File: config.mk
export PLATFORM = sky130hd
export DESIGN_NAME = console_uart_tx
export DESIGN_NICKNAME = d
export VERILOG_FILES = /design/src/rtl/console_uart_tx_pkg.sv /design/src/rtl/console_uart_tx_byte_fifo.sv /design/src/rtl/console_uart_tx.sv
export SDC_FILE = /design/constraint.sdc
export NUM_CORES = 1
export LEC_CHECK = 0
export BUFFER_PORTS_ARGS = -buffer_cell sky130_fd_sc_hd__buf_2
export CORE_MARGIN = 2
export CORE_UTILIZATION = 45
export DETAILED_ROUTE_END_ITERATION = 6
export PLACE_DENSITY = 0.61
export SYNTH_ARGS = -nofsm -noshare
export SYNTH_HDL_FRONTEND = slang
export SYNTH_SLANG_ARGS = --single-unit
File: constraint.sdc
create_clock -name clk -period 3.45 [get_ports clk]
set_input_delay 0.8625 -clock clk [delete_from_list [all_inputs] [get_ports clk]]
set_output_delay 0.8625 -clock clk [all_outputs]
set_load 0.01 [all_outputs]
File: src/rtl/console_uart_tx_pkg.sv
// console_uart_tx_pkg: shared data width, bus width and TX FSM encoding for the console UART
package console_uart_tx_pkg;

    localparam int XLEN           = 32;
    localparam int UART_DATA_BITS = 8;

    typedef enum logic [1:0] {
        ST_IDLE,
        ST_START,
        ST_DATA,
        ST_STOP
    } tx_state_e;

endpackage

File: src/rtl/console_uart_tx_byte_fifo.sv
// byte_fifo: synchronous first-word-fall-through FIFO; a push into a full FIFO succeeds only alongside a pop
module byte_fifo
    import console_uart_tx_pkg::*;
#(
    parameter int WIDTH = UART_DATA_BITS,
    parameter int DEPTH = 16
) (
    input  logic                     clk,
    input  logic                     reset,
    input  logic                     push,
    input  logic                     pop,
    input  logic [WIDTH-1:0]         din,
    output logic [WIDTH-1:0]         dout,
    output logic                     full,
    output logic                     empty,
    output logic [$clog2(DEPTH):0]   level
);

    localparam int AW = $clog2(DEPTH);

    logic [WIDTH-1:0] mem_q [DEPTH];
    logic [AW-1:0]    wr_ptr_q, wr_ptr_d, rd_ptr_q, rd_ptr_d;
    logic [AW:0]      level_q, level_d;
    logic             do_push, do_pop;

    assign empty = level_q == '0;
    assign full  = level_q == (AW+1)'(DEPTH);
    assign level = level_q;
    assign dout  = mem_q[rd_ptr_q];

    always_comb begin
        do_pop   = pop && !empty;
        do_push  = push && (!full || do_pop);
        wr_ptr_d = do_push ? wr_ptr_q + 1'b1 : wr_ptr_q;
        rd_ptr_d = do_pop ? rd_ptr_q + 1'b1 : rd_ptr_q;
        level_d  = level_q + {{AW{1'b0}}, do_push} - {{AW{1'b0}}, do_pop};
    end

    always_ff @(posedge clk) begin
        if (reset) begin
            wr_ptr_q <= '0;
            rd_ptr_q <= '0;
            level_q  <= '0;
        end else begin
            wr_ptr_q <= wr_ptr_d;
            rd_ptr_q <= rd_ptr_d;
            level_q  <= level_d;
        end
    end

    always_ff @(posedge clk) begin
        if (do_push) mem_q[wr_ptr_q] <= din;
    end

endmodule

File: src/rtl/console_uart_tx.sv
// console_uart_tx: buffers console write bytes and serialises them as contiguous 8N1 frames on uart_tx
module console_uart_tx
    import console_uart_tx_pkg::*;
#(
    parameter int CLKS_PER_BIT = 868,
    parameter int FIFO_DEPTH   = 16
) (
    input  logic                          clk,
    input  logic                          reset,
    input  logic                          console_we,
    input  logic [XLEN-1:0]               console_wdata,
    output logic                          uart_tx,
    output logic                          tx_busy,
    output logic                          overflow,
    output logic [$clog2(FIFO_DEPTH):0]   fifo_level
);

    localparam int CW = $clog2(CLKS_PER_BIT);
    localparam logic [CW-1:0] CNT_MAX = CW'(CLKS_PER_BIT - 1);

    tx_state_e                      state_q, state_d;
    logic [CW-1:0]                  cnt_q, cnt_d;
    logic [2:0]                     bit_idx_q, bit_idx_d;
    logic [UART_DATA_BITS-1:0]      shift_q, shift_d;
    logic                           tx_q, tx_d;
    logic                           overflow_q, overflow_d;
    logic                           pop, bit_done;
    logic                           fifo_full, fifo_empty;
    logic [UART_DATA_BITS-1:0]      fifo_dout;
    logic                           unused_wdata;

    assign unused_wdata = ^console_wdata[XLEN-1:UART_DATA_BITS];

    byte_fifo #(
        .WIDTH (UART_DATA_BITS),
        .DEPTH (FIFO_DEPTH)
    ) u_fifo (
        .clk   (clk),
        .reset (reset),
        .push  (console_we),
        .pop   (pop),
        .din   (console_wdata[UART_DATA_BITS-1:0]),
        .dout  (fifo_dout),
        .full  (fifo_full),
        .empty (fifo_empty),
        .level (fifo_level)
    );

    assign uart_tx  = tx_q;
    assign overflow = overflow_q;
    assign tx_busy  = state_q != ST_IDLE || !fifo_empty;

    always_comb begin
        state_d    = state_q;
        bit_idx_d  = bit_idx_q;
        shift_d    = shift_q;
        pop        = 1'b0;
        bit_done   = cnt_q == CNT_MAX;
        cnt_d      = (state_q == ST_IDLE || bit_done) ? '0 : cnt_q + 1'b1;
        case (state_q)
            ST_IDLE: if (!fifo_empty) begin
                pop     = 1'b1;
                shift_d = fifo_dout;
                state_d = ST_START;
            end
            ST_START: if (bit_done) begin
                state_d   = ST_DATA;
                bit_idx_d = '0;
            end
            ST_DATA: if (bit_done) begin
                bit_idx_d = bit_idx_q + 1'b1;
                state_d   = bit_idx_q == 3'd7 ? ST_STOP : ST_DATA;
            end
            ST_STOP: if (bit_done) begin
                // Reloading straight from STOP keeps back-to-back frames gapless
                pop     = !fifo_empty;
                shift_d = fifo_empty ? shift_q : fifo_dout;
                state_d = fifo_empty ? ST_IDLE : ST_START;
            end
            default: state_d = ST_IDLE;
        endcase
        tx_d       = state_d == ST_START ? 1'b0 :
                     state_d == ST_DATA  ? shift_d[bit_idx_d] : 1'b1;
        overflow_d = overflow_q || (console_we && fifo_full && !pop);
    end

    always_ff @(posedge clk) begin
        if (reset) begin
            state_q    <= ST_IDLE;
            cnt_q      <= '0;
            bit_idx_q  <= '0;
            shift_q    <= '0;
            tx_q       <= 1'b1;
            overflow_q <= 1'b0;
        end else begin
            state_q    <= state_d;
            cnt_q      <= cnt_d;
            bit_idx_q  <= bit_idx_d;
            shift_q    <= shift_d;
            tx_q       <= tx_d;
            overflow_q <= overflow_d;
        end
    end

endmodule

Word-level counts from Yosys, hierarchy flattened

Memory sizes are Yosys's and may differ from the RTL's. A register that Yosys moved wholly into a read port is not among the register bits.
Cells that the tools add are included.

Output and inout port bits: 8
Word-level logic and storage cells: 64
Register bits: 38
Memories: 1
Bits in writable memories: 128
Bits of input ports: 35

Memory list:

| name         | depth | bits a word | read ports | clocked after Yosys merged registers in | wr ports | line                            | RTL |
|---|---|---|---|---|---|---|---|
| u_fifo.mem_q | 16    | 8           | 1          | 1                                       | 1        | console_uart_tx_byte_fifo.sv:21 | `logic [WIDTH-1:0] mem_q [DEPTH];` |

Equality and inequality tests: 8
Order comparisons: 1
Reductions and logical operators: 15
Add/sub/neg operators: 6
Multiplexer cells: 24

Operator list:

| cell                  | count |
|---|---|
| $mux 8                | 2 |
| $pmux 8 s2            | 1 |
| $add 10x1->10 const B | 1 |
| $eq 10x10->1 const B  | 1 |
| $mux 1                | 9 |
| $add 4x1->4 const B   | 2 |
| $mux 2                | 4 |
| $mux 4                | 2 |
| $pmux 2 s4            | 1 |
| $eq 2x2->1 const B    | 3 |
| $mux 3                | 2 |
| $pmux 3 s2            | 1 |
| $add 5x1->5           | 1 |
| $eq 5x5->1 const B    | 1 |
| $logic_not 5->1       | 1 |
| $sub 5x1->5           | 1 |
| $eq 2x1->1 const B    | 2 |
| $logic_and 1x1->1     | 4 |
| $logic_or 1x1->1      | 4 |
| $lt 3x4->1 const B    | 1 |
| $add 3x1->3 const B   | 1 |
| $bmux 1 s3            | 1 |
| $eq 3x3->1 const B    | 1 |
| $logic_not 1->1       | 3 |
| other kinds (4)       | 4 |

Depth between registers and ports, before layout

Depth in word-level cells: 9
Mapped depth: 15
Depth with buffers taken out: 14

Modules after synthesis

From an unflattened synthesis, not the netlist that was laid out.

Cells, all modules: 465
Area, all modules: 7221.9 um^2

Modules (own cells, without submodules):

| module          | seq. area each (um^2) | cells each | area an instance (um^2) | times used |
|---|---|---|---|---|
| byte_fifo       | 4184.0                | 309        | 5820.6                  | 1 |
| console_uart_tx | 500.5                 | 156        | 1401.3                  | 1 |

Worst setup path after synthesis

Ideal clock, no wire load.

Kind: register -> register
Start: reg cnt_q[0]
End: reg u_fifo.level_q[4] (netlist: u_fifo.level[4])
Buffers on the path: 1
Arrival time: 2660 ps
Library setup time: 71 ps
Stages on the path, launching flop included: 16
Setup slack: 719 ps
Required time: 3379 ps
Clock period less this slack: 2731 ps
Cell sequence: dfxtp_1 ha_1 nor3b_2 a41oi_2 or3_4 buf_6 nand2_1 nand2_1 ha_1 inv_1 fa_1 inv_1 a21oi_1 nor2_1 or3_1 a21oi_1

Longest elaborated chain between the ends: 8

Ends and longest elaborated chain:

| what                   | line                            | RTL |
|---|---|---|
| start, declared        | console_uart_tx.sv:22           | `logic [CW-1:0] cnt_q, cnt_d;` |
| start signal, assigned | console_uart_tx.sv:97           | `cnt_q <= cnt_d;` |
| $eq 10x10->1 *         | console_uart_tx.sv:58           | `bit_done = cnt_q == CNT_MAX;` |
| $mux 1 *               | console_uart_tx.sv:74           | `ST_STOP: if (bit_done) begin` |
| $pmux 1 s2 *           | console_uart_tx.sv:60           | `case (state_q)` |
| $logic_and 1x1->1 *    | console_uart_tx_byte_fifo.sv:32 | `do_pop = pop && !empty;` |
| $logic_or 1x1->1       | console_uart_tx_byte_fifo.sv:33 | `do_push = push && (!full \|\| do_pop);` |
| $logic_and 1x1->1      | console_uart_tx_byte_fifo.sv:33 |  |
| $add 5x1->5            | console_uart_tx_byte_fifo.sv:36 | `level_d = level_q + {{AW{1'b0}}, do_push} - {{AW{1'b0}}, do_pop};` |
| $sub 5x1->5 *          | console_uart_tx_byte_fifo.sv:36 |  |
| end signal, assigned   | console_uart_tx_byte_fifo.sv:47 | `level_q <= level_d;` |
| end, declared          | console_uart_tx_byte_fifo.sv:23 | `logic [AW:0] level_q, level_d;` |

Every way passes the cells marked *; elsewhere a longest branch is shown, timed or not.
A chain may end at the register's enable or synchronous reset.

Final worst setup path

Same ends and word-level chain as after synthesis.

==> run_results.csv <==
group,metric,value,unit
floorplan,coreArea,15800,sq um
grt,grtUsageTotal,18.1,%
clock_network,cts_made_buffers,17,
synth,synth_cell_types,54,
clock_network,cts_tree,"done",
flow_run,cap_violations,0,
run_status,status,"complete, no violations",
setup_path,path_class,"flop to flop",
setup_path,critPathSlowestCell,"or3_4",
clock_network,cts.sinks,170,
setup_path,cp-start-kind,"flop",
worst_hold_path,min_delay_path_depth,1,
pwr,pwr-share-seq,41.1,%
detailed_routing,via_per_inst,5.35,
timing,tns,0,ns
worst_hold_path,min_to,"cnt_q[0]",
detailed_routing,drcViolationCount,0,
floorplan,dieArea,17100,sq um
synth,ys_seq_elements,170,
synth,synth_cells,493,
synth,synth-seq-area-share,65.0,%
pwr,power.density,743,nW/um^2
synth,avgSynthCellArea,14.6,sq um
setup_path,r2r_slack,0.46,ns
synth,synth_top_area_share,53.3,%
timing,hold_viol,0,
setup_path,cp.arrival,3.34,ns
clock_network,cts_resized,0,
place,routabilityCongestion,0.810,
pwr,swShare,30.6,%
pwr,p_leak,0.00281,uW
timing,hold_ws,0.468,ns
layout,area_growth,13.8,%
synth,synth_nets,548,
synth,synth-main-ff-cell,"edfxtp_1",
setup_path,required,3.80,ns
floorplan,die_y,131,microns
floorplan,ios,43,
grt,gr-total-overflow,0,
floorplan,die_x,131,microns
grt,grt_pass1_wl,22.3,mm
detailed_routing,dr.first_iter.drc_count,238,
layout,antenna_cells,0,
floorplan,initial_core_util,45.7,%
timing,min_period,2.99,ns
worst_hold_path,min_from,"cnt_q[0]",
timing,drv_slew,0,
synth,async_flop_share,0,%
floorplan,num_rows,46,
setup_path,r2r_end,"u_fifo.level[4]",
detailed_routing,num_vias,4072,
setup_path,endpoint_kind,"flop",
timing,slew_headroom,47.3,%
synth,netlist_top_cells_area,"edfxtp_1, dfxtp_1, mux4_2",
clock_network,postCtsSetupRepairBufs,0,
clock_network,clk_latency,0.42,ns
pwr,p_clk_share,31.3,%
clock_network,path_clk_slew,0.07,ns
timing,tightest_slew,0.789,ns
timing,fin_skew,0.0107,ns
setup_path,r2r_cells,14,
pwr,switchingPower,1860,uW
detailed_routing,dr.pass1.iters,4,
layout,stdcell_area,8210,sq um
clock_network,root_buffer,"clkbuf_16",
worst_hold_path,hold_class,"flop to flop",
synth,synth_edf_count,128,
timing,min_period_over_period,86.6,%
grt,grt_max_degree,34,
grt,grt_pass1_vias,4174,
detailed_routing,wl_per_cell,18.5,microns
clock_network,ctsHoldBuffers,0,
detailed_routing,drt.antenna.violating_nets,0,
timing,fmax,335,MHz
synth,syn_area,7210,sq um
pwr,total_power,6100,uW
grt,antenna_found_initial,0,
detailed_routing,routed_wl,14.1,mm
timing,rsz0062_at_grt,"false",
layout,drive_gt1_share,20.0,%
synth,netlist.top_cell.by_area,"edfxtp_1",
setup_path,cp_max_fo,12,
synth,yosys_warnings,0,
pwr,pwr-share-comb,27.6,%
clock_network,clock_path_buffers,2,
layout,final_util,52.1,%
clock_network,ctsHtreeMaxLevel,4,
pwr,p_int,4230,uW
timing,setup_viol,0,
setup_path,cpPeakStageDelay,0.52,ns
place,io_buffers,18,
pwr,ir_worst_vdd,0.361,mV
layout,fin_nets,588,
setup_path,rr_startpoint,"cnt_q[0]",
setup_path,crit_chain,"ha_1, nor3b_2, a41oi_2, or3_4, nand2_1, nand2_1, ha_1, inv_1, fa_1, inv_1, a21oi_1, nor2_1, or3_1, a21oi_1",
place,place_area,7610,sq um
place,place_hpwl,9.37,mm
[power by group through the flow]
stage          clock network (uW)  registers [uW]  logic [uW]
5_1_grt                      2040            2530        1880
4_1_cts                      1950            2510        1700
3_5_place_dp                    0            2550        1680
3_3_place_gp                    0            2540        1640
2_1_floorplan                   0            2490        1350
6_report                     1910            2510        1680
[cells in the mapped netlist (3+ instances only)]
master	n
mux4_2	24
o22a_1	3
xor2_1	10
o22ai_1	3
a21o_1	3
buf_2	5
clkbuf_1	7
inv_1	20
mux2i_1	18
nor2b_1	6
a31oi_1	4
buf_6	4
a22oi_1	17
ha_1	19
a21oi_1	21
nand3_1	4
nor2_1	58
nand2b_1	5
o21ai_0	6
nand4_1	3
nor3_1	6
xnor2_1	6
and2_1	4
dfxtp_1	42
a221oi_1	7
nand2_1	21
or3_1	4
edfxtp_1	128
[sequential cells by signal (all words and copies together) (netlist names), named ones only]
name,count
u_fifo.level,5
cnt_q,10
u_fifo.wr_ptr_q,4
uart_tx,1
u_fifo.mem_q,128
u_fifo.rd_ptr_q,4
shift_q,8
bit_idx_q,3
overflow,1
state_q,2
[worst max path at each step]
stage                     startpoint               to  slack (ns)  cells past startpoint
after floorplan             cnt_q[0]  u_fifo.level[4]        0.72                     15
after global placement      cnt_q[0]  u_fifo.level[4]        0.49                     14
after detailed placement    cnt_q[0]  u_fifo.level[4]        0.46                     14
after CTS                   cnt_q[0]  u_fifo.level[4]        0.44                     14
after global routing        cnt_q[0]  u_fifo.level[4]        0.26                     14
final                       cnt_q[0]  u_fifo.level[4]        0.46                     14
[stage by stage]
| stage | worst slack, ns | instances |
|---|---|---|
| 2_1_floorplan | 0.719 | 493 |
| 3_3_place_gp | 0.488 | 730 |
| 3_5_place_dp | 0.464 | 730 |
| 4_1_cts | 0.439 | 761 |
| 5_1_grt | 0.261 | 761 |
| 6_report | 0.461 | 761 |
[layer usage]
layer / part of all wire, % / GRT usage, %
met3: 3.9 / 4.60
met1: 44 / 22.2
met2: 51 / 30.7
met4: 1.6 / 7.32
met5: 0 / 0
[final cells by class]
class	count	area (sq um)
Sequential cell	170	4690
Clock inverter	14	169
Inverter	20	75.1
Timing Repair Buffer	43	290
Clock buffer	17	425
Multi-Input combinational cell	281	2290
Tap cell	216	270
Fill cell	1343	7560
[cells in the final DEF (no fill, tap or decap), types with 2 or more instances in the layout]
master	count
a21o_1	3
a21oi_1	21
a21oi_2	2
a221oi_1	7
a221oi_2	2
a22o_1	2
a22oi_1	17
a31oi_1	4
and2_1	4
and3_1	2
buf_2	18
buf_4	24
bufinv_16	3
clkbuf_16	17
clkinv_2	2
clkinv_4	2
dfxtp_1	41
edfxtp_1	128
ha_1	19
inv_1	20
inv_6	4
mux2i_1	18
mux4_2	24
nand2_1	21
nand2b_1	5
nand3_1	4
nand4_1	3
nor2_1	58
nor2b_1	6
nor3_1	6
nor3_2	2
o2111ai_1	2
o21ai_0	6
o22a_1	3
o22ai_1	3
or3_1	4
xnor2_1	6
xor2_1	10
[kinds of logic after synthesis]
kind of cell | after synthesis | synth area share, %
and+or+nand+nor | 121 | 8.08
adders and majority gates | 20 | 3.57
muxes | 42 | 9.99
buffers and inverters | 42 | 3.24
DFF | 170 | 65.0
xor gates and xnor gates | 16 | 1.94
AOI/OAI and AO/OA | 82 | 8.21
[worst max-delay path, delay by kind of cell, from the launching register on]
family          cells  cell delay (ns)
simple gates        6             1.32
fa+ha+maj           3             0.61
compound gates      3             0.48
flops               1             0.37
buf+inv             2             0.13
(Power assumes the default switching activity.)
